### config.mk
export PLATFORM = sky130hd
export DESIGN_NAME = bk_ay_seq
export DESIGN_NICKNAME = d
export VERILOG_FILES = /design/src/rtl/bk_ay_seq.sv
export SDC_FILE = /design/constraint.sdc
export NUM_CORES = 1
export LEC_CHECK = 0
export CAP_MARGIN = 30
export CORE_ASPECT_RATIO = 0.7
export CORE_MARGIN = 10
export CORE_UTILIZATION = 51
export DETAILED_ROUTE_END_ITERATION = 16
export PLACE_DENSITY_LB_ADDON = 0.2
export SYNTH_ARGS = -nofsm -noshare
export SYNTH_HDL_FRONTEND = slang
export SYNTH_SLANG_ARGS = --single-unit
export TNS_END_PERCENT = 20
### constraint.sdc
create_clock -name clk -period 2.7 [get_ports clk]
set_input_delay 0.405 -clock clk [delete_from_list [all_inputs] [get_ports clk]]
set_output_delay 0.405 -clock clk [all_outputs]
set_load 0.01 [all_outputs]
### src/rtl/bk_ay_seq.sv
// Bus sequencer for up to four AY-3-8910 PSGs sharing one DA bus.
// Each transfer latches the register address (BDIR/BC1/BC2) and then writes or reads it.
// A per-chip cache of the last latched address lets repeat accesses skip the latch phase.
module bk_ay_seq #(
    parameter int NCHIPS   = 2,
    parameter int ADDR_CYC = 2,
    parameter int DATA_CYC = 3,
    parameter int GAP_CYC  = 1,
    parameter int CACHE_EN = 1
) (
    input  logic              clk,
    input  logic              reset_n,
    input  logic              req,
    input  logic              we,
    input  logic [1:0]        chip,
    input  logic [3:0]        reg_a,
    input  logic [7:0]        wdata,
    input  logic              flush,
    output logic              ready,
    output logic              done,
    output logic [7:0]        rdata,
    output logic [NCHIPS-1:0] bdir,
    output logic [NCHIPS-1:0] bc1,
    output logic [NCHIPS-1:0] bc2,
    output logic [7:0]        da_out,
    output logic              da_oe,
    input  logic [7:0]        da_in
);

    typedef enum logic [2:0] {S_IDLE, S_LATCH, S_GAP1, S_XFER, S_GAP2} state_t;

    localparam logic [7:0] ADDR_LAST = 8'(ADDR_CYC - 1);
    localparam logic [7:0] DATA_LAST = 8'(DATA_CYC - 1);
    localparam logic [7:0] GAP_LAST  = 8'(GAP_CYC - 1);
    localparam logic [2:0] NCH       = 3'(NCHIPS);

    state_t            state, nxt_state;
    logic [7:0]        cnt, nxt_cnt;
    logic              we_q, nxt_we;
    logic [1:0]        chip_q, nxt_chip;
    logic [3:0]        reg_q, nxt_reg;
    logic [7:0]        wdata_q, nxt_wdata;
    logic [3:0]        cache_addr [4];
    logic [3:0]        cache_vld;
    logic              is_null, hit, latch_end, nxt_done;
    logic [7:0]        nxt_rdata;
    logic [NCHIPS-1:0] sel, nxt_bdir, nxt_bc1;
    logic              nxt_oe;
    logic [7:0]        nxt_dout;

    // Request classification: out-of-range chip, or cached address (flush forces a miss)
    always_comb begin
        is_null   = ({1'b0, chip} >= NCH);
        hit       = (CACHE_EN != 0) && !flush && cache_vld[chip] && (cache_addr[chip] == reg_a);
        latch_end = (state == S_LATCH) && (cnt == ADDR_LAST);
    end

    // Next-state, phase counter, captured request and completion decode
    always_comb begin
        nxt_state = state;
        nxt_cnt   = cnt;
        nxt_we    = we_q;
        nxt_chip  = chip_q;
        nxt_reg   = reg_q;
        nxt_wdata = wdata_q;
        nxt_done  = 1'b0;
        nxt_rdata = rdata;
        case (state)
            S_IDLE: begin
                if (req) begin
                    if (is_null) begin
                        // Nothing on the bus; complete immediately, reads return all ones
                        nxt_done = 1'b1;
                        if (!we) nxt_rdata = 8'hFF;
                    end else begin
                        nxt_we    = we;
                        nxt_chip  = chip;
                        nxt_reg   = reg_a;
                        nxt_wdata = wdata;
                        nxt_cnt   = 8'd0;
                        nxt_state = hit ? S_XFER : S_LATCH;
                    end
                end
            end
            S_LATCH: begin
                if (cnt == ADDR_LAST) begin
                    nxt_state = S_GAP1;
                    nxt_cnt   = 8'd0;
                end else begin
                    nxt_cnt = cnt + 8'd1;
                end
            end
            S_GAP1: begin
                if (cnt == GAP_LAST) begin
                    nxt_state = S_XFER;
                    nxt_cnt   = 8'd0;
                end else begin
                    nxt_cnt = cnt + 8'd1;
                end
            end
            S_XFER: begin
                if (cnt == DATA_LAST) begin
                    if (!we_q) nxt_rdata = da_in;
                    nxt_state = S_GAP2;
                    nxt_cnt   = 8'd0;
                end else begin
                    nxt_cnt = cnt + 8'd1;
                end
            end
            S_GAP2: begin
                if (cnt == GAP_LAST) begin
                    nxt_state = S_IDLE;
                    nxt_cnt   = 8'd0;
                    nxt_done  = 1'b1;
                end else begin
                    nxt_cnt = cnt + 8'd1;
                end
            end
            default: begin
                nxt_state = S_IDLE;
                nxt_cnt   = 8'd0;
            end
        endcase
    end

    // Bus pattern for the state being entered, so the registered outputs line up with it
    always_comb begin
        sel = '0;
        for (int i = 0; i < NCHIPS; i++) sel[i] = (nxt_chip == 2'(i));
        nxt_bdir = '0;
        nxt_bc1  = '0;
        nxt_oe   = 1'b0;
        nxt_dout = 8'h00;
        case (nxt_state)
            S_LATCH: begin
                nxt_bdir = sel;
                nxt_bc1  = sel;
                nxt_oe   = 1'b1;
                nxt_dout = {4'h0, nxt_reg};
            end
            S_XFER: begin
                if (nxt_we) begin
                    nxt_bdir = sel;
                    nxt_oe   = 1'b1;
                    nxt_dout = nxt_wdata;
                end else begin
                    nxt_bc1 = sel;
                end
            end
            default: ;
        endcase
    end

    // FSM state, registered bus/handshake outputs and cache valid bits
    always_ff @(posedge clk or negedge reset_n) begin
        if (!reset_n) begin
            state     <= S_IDLE;
            cnt       <= 8'd0;
            ready     <= 1'b1;
            done      <= 1'b0;
            rdata     <= 8'h00;
            bdir      <= '0;
            bc1       <= '0;
            bc2       <= '1;
            da_oe     <= 1'b0;
            da_out    <= 8'h00;
            cache_vld <= 4'h0;
        end else begin
            state  <= nxt_state;
            cnt    <= nxt_cnt;
            ready  <= (nxt_state == S_IDLE);
            done   <= nxt_done;
            rdata  <= nxt_rdata;
            bdir   <= nxt_bdir;
            bc1    <= nxt_bc1;
            bc2    <= '1;
            da_oe  <= nxt_oe;
            da_out <= nxt_dout;
            if (flush)          cache_vld         <= 4'h0;
            else if (latch_end) cache_vld[chip_q] <= 1'b1;
        end
    end

    // Captured request fields and cached addresses; qualified by state/valid bits
    always_ff @(posedge clk) begin
        we_q    <= nxt_we;
        chip_q  <= nxt_chip;
        reg_q   <= nxt_reg;
        wdata_q <= nxt_wdata;
        if (latch_end) cache_addr[chip_q] <= reg_q;
    end

endmodule
==> run_results.csv <==
group,metric,value,unit
status,status,"complete, no violations",
cells_and_area,layout-drive-gt1-share,14.6,%
route,dr.first_iter.drc_count,89,
cts,clock_latency,0.33,ns
logic_synthesis,synth-compound-area-share,7.88,%
timing,skew,0.00636,ns
place,gp_congestion,0.771,
cts,cts_tree,"yes",
floorplan,initial_core_util,52.5,%
cells_and_area,num-nets-final,320,
timing,finalSetupViolCount,0,
timing,max_freq,0.413,GHz
setup_path,crit_slowest_cell,"or4_4",
power,power.switching,1.31,mW
logic_synthesis,yosysTopAreaCell,"dfrtp_1",
timing,hold_viol_final,0,
logic_synthesis,syn_area,0.00275,mm²
place,portBuffers,49,
logic_synthesis,netlist_instances,233,
floorplan,dieArea,0.00877,mm²
cts,h-tree-depth,3,
cts,post_cts_buffers,0,
cts,cts-resized-gates,0,
power,clkPwrFrac,22.7,%
grt,antenna_found_initial,0,
power,cellPowerDensity,1090,mW/mm²
logic_synthesis,synth-adder-area-share,1.82,%
power,p_leak,1.47,nW
route,wl_per_cell,15.9,µm
logic_synthesis,synth_most_common_cell,"dfrtp_1",
power,vdd_drop_max,0.658,mV
route,drc,0,
grt,grt_overflow,0,
logic_synthesis,yosys.area_share.simple,14.9,%
cts,clkTransAtPathRegs,0.07,ns
logic_synthesis,async_flop_share,55.4,%
logic_synthesis,synthTopCellsByArea,"dfrtp_1, edfxtp_1, dfxtp_1, mux2_2, mux2i_1",
timing,finalCritPeriodShare,89.6,%
setup_path,arrival,2.68,ns
floorplan,ios,52,
logic_synthesis,synth_edf_count,14,
cts,clkSinkCount,65,
logic_synthesis,synth_xor_area_share,2.23,%
cts,cts_made_buffers,9,
timing,setup_ws,0.280,ns
setup_path,timing.critical_path.to_type,"flip-flop",
logic_synthesis,ys_seq_area_share,59.1,%
logic_synthesis,ys_seq_elements,65,
grt,grt_pass1_vias,1901,
logic_synthesis,syn_avg_cell_area,11.8,µm²
logic_synthesis,synthMuxAreaShare,11.1,%
timing,report.final.slew_viol_count,0,
setup_path,cpPeakStageDelay,0.58,ns
grt,grt_pass1_wl,9650,µm
route,firstDrtPassIters,4,
setup_path,required,2.96,ns
logic_synthesis,yosys.area.top_type_share,31.9,%
flow_run,maxCapViolCount,0,
cts,cts-root-buf,"clkbuf_8",
setup_path,crit_family,"simple AND/OR/NAND/NOR gates",
timing,min_period,2.42,ns
place,pre_cts_ws,0.0567,ns
worst_hold_path,holdCritPathClass,"in2async",
setup_path,path_class,"reg2reg",
floorplan,core-area,0.00523,mm²
cells_and_area,multiInputGateArea,0.00105,mm²
grt,grt_max_degree,37,
route,vias,1914,
place,dp_hpwl,4220,µm
timing,tightestPinTransition,0.787,ns
route,via_per_inst,5.23,
floorplan,num_rows,22,
route,antenna_left,0,
power,p_comb_share,36.6,%
power,switching_share,34.1,%
cts,cts_max_path_buffers,2,
cts,holdBufCountCts,0,
logic_synthesis,synth_flop_cell,"dfrtp_1",
setup_path,cp_cell_sequence,"or4_4, or4_1, a21oi_1, a31o_2, mux2i_1",
floorplan,die_w,108,µm
timing,relSlewSlack,47.5,%
cells_and_area,synthToLayoutAreaGrowth,28.2,%
logic_synthesis,ys_top_cells_by_count,"dfrtp_1, nand2_1, nor2_1",
cells_and_area,antennaDiodeCount,0,
timing,tns,0,ns
cells_and_area,n_fill_cell,415,
floorplan,die_h,81.4,µm
logic_synthesis,synthDistinctLibCells,44,
setup_path,critPathLaunchType,"flip-flop",
power,power.internal,2.53,mW
timing,rsz0062_at_grt,"no",
grt,grtUsageTotal,14.1,%
cells_and_area,final-seq-area,0.00162,mm²
setup_path,crit_fanout,15,
setup_path,crit_buf_inv,0,
route,drt_wl_total,5830,µm
logic_synthesis,synth_top_family_by_area,"simple AND/OR/NAND/NOR gates",
logic_synthesis,ys_warn_count,0,
power,pwr-share-seq,40.7,%
## registers in the layout, summed over array words and instances, names as in the netlist, 3 cells and up
signal and cells:
cache_addr 14, cnt 8, da_out 8, rdata 8, wdata_q 8, reg_q 4, state 3
## path summary, 6_finish.rpt
check	from	to	slack, ns	cells after the start
max	cnt[4]$_DFFE_PN0P_	da_out[0]$_DFF_PN0_	0.28	5
min	reset_n	cache_vld[0]$_DFFE_PN0P_	0.14	1
max reg2reg	cnt[4]$_DFFE_PN0P_	da_out[0]$_DFF_PN0_	0.28	5
min reg2reg	reg_q[0]$_DFF_P_	cache_addr[1][0]$_DFFE_PP_	0.46	0
max in group asynchronous	reset_n	da_out[2]$_DFF_PN0_	2.05	1
min in group clk	reg_q[0]$_DFF_P_	cache_addr[1][0]$_DFFE_PP_	0.46	0
## layer usage
metal	GRT usage, %	wire length [µm]
met1	19.9	3020
met2	19.1	2330
met3	5.30	417
met4	5.19	63
met5	0	0
## power by group through the flow
stage / clock network (mW) / registers, mW / logic (mW)
finish: 0.869 / 1.56 / 1.40
global route: 0.935 / 1.60 / 1.58
CTS: 0.884 / 1.56 / 1.41
detailed placement: 0 / 1.57 / 1.41
global placement: 0 / 1.56 / 1.38
floorplan: 0 / 1.55 / 0.868
## worst register-to-register path: stages (launching register included)
cell and delay (ns):
dfrtp_1 0.44, or4_4 0.58, or4_1 0.49, a21oi_1 0.21
a31o_2 0.38, mux2i_1 0.25
## through the flow
| step | util [%] | hold WS, ns | area, µm² | std cells | power [mW] |
|---|---|---|---|---|---|
| floorplan | - | 0.109 | 2750 | 234 | 2.42 |
| CTS | 67.3 | 0.173 | 3520 | 366 | 3.85 |
| global placement | 63.2 | 0.433 | 3300 | 349 | 2.94 |
| global route | 67.3 | 0.214 | 3520 | 366 | 4.11 |
| detailed placement | 63.3 | 0.442 | 3310 | 350 | 2.98 |
| finish | 67.3 | 0.145 | 3520 | 366 | 3.83 |
## logic make-up after synthesis
| kind of cell | Yosys count |
|---|---|
| buffers and inverters | 16 |
| DFF | 65 |
| xor gates and xnor gates | 7 |
| and+or+nand+nor | 81 |
| muxes | 25 |
| other | 1 |
| AOI/OAI and AO/OA | 34 |
| adders and majority gates | 4 |
## placed cells by master (no fill, tap or decap), types with 2 or more instances in the layout
cell type,n
xnor2_1,6
mux2_2,13
a22o_1,3
nand3_1,8
edfxtp_1,14
a21oi_1,9
clkinv_2,2
nor2b_1,3
buf_4,6
dfxtp_1,15
nand2b_1,4
nor4_1,4
a31oi_1,4
mux2i_1,9
inv_1,5
o21ai_0,9
or2_2,2
bufinv_16,2
nor3_1,6
nor3b_1,2
mux4_2,3
ha_1,4
dfrtp_1,35
nand2_1,23
nor2_1,18
o31ai_1,2
and2_1,2
and4_1,4
clkdlybuf4s50_1,48
conb_1,2
clkbuf_8,9
clkinv_1,2
## cell type report
type / instances / share of cell area, %
Sequential cell: 65 / 46.1
Multi-Input combinational cell: 153 / 29.8
Timing Repair Buffer: 55 / 15.1
Clock buffer: 9 / 3.52
Tap cell: 72 / 2.56
Clock inverter: 7 / 2.42
Inverter: 5 / 0.533
No activity file was read; power rests on OpenSTA's default activity.
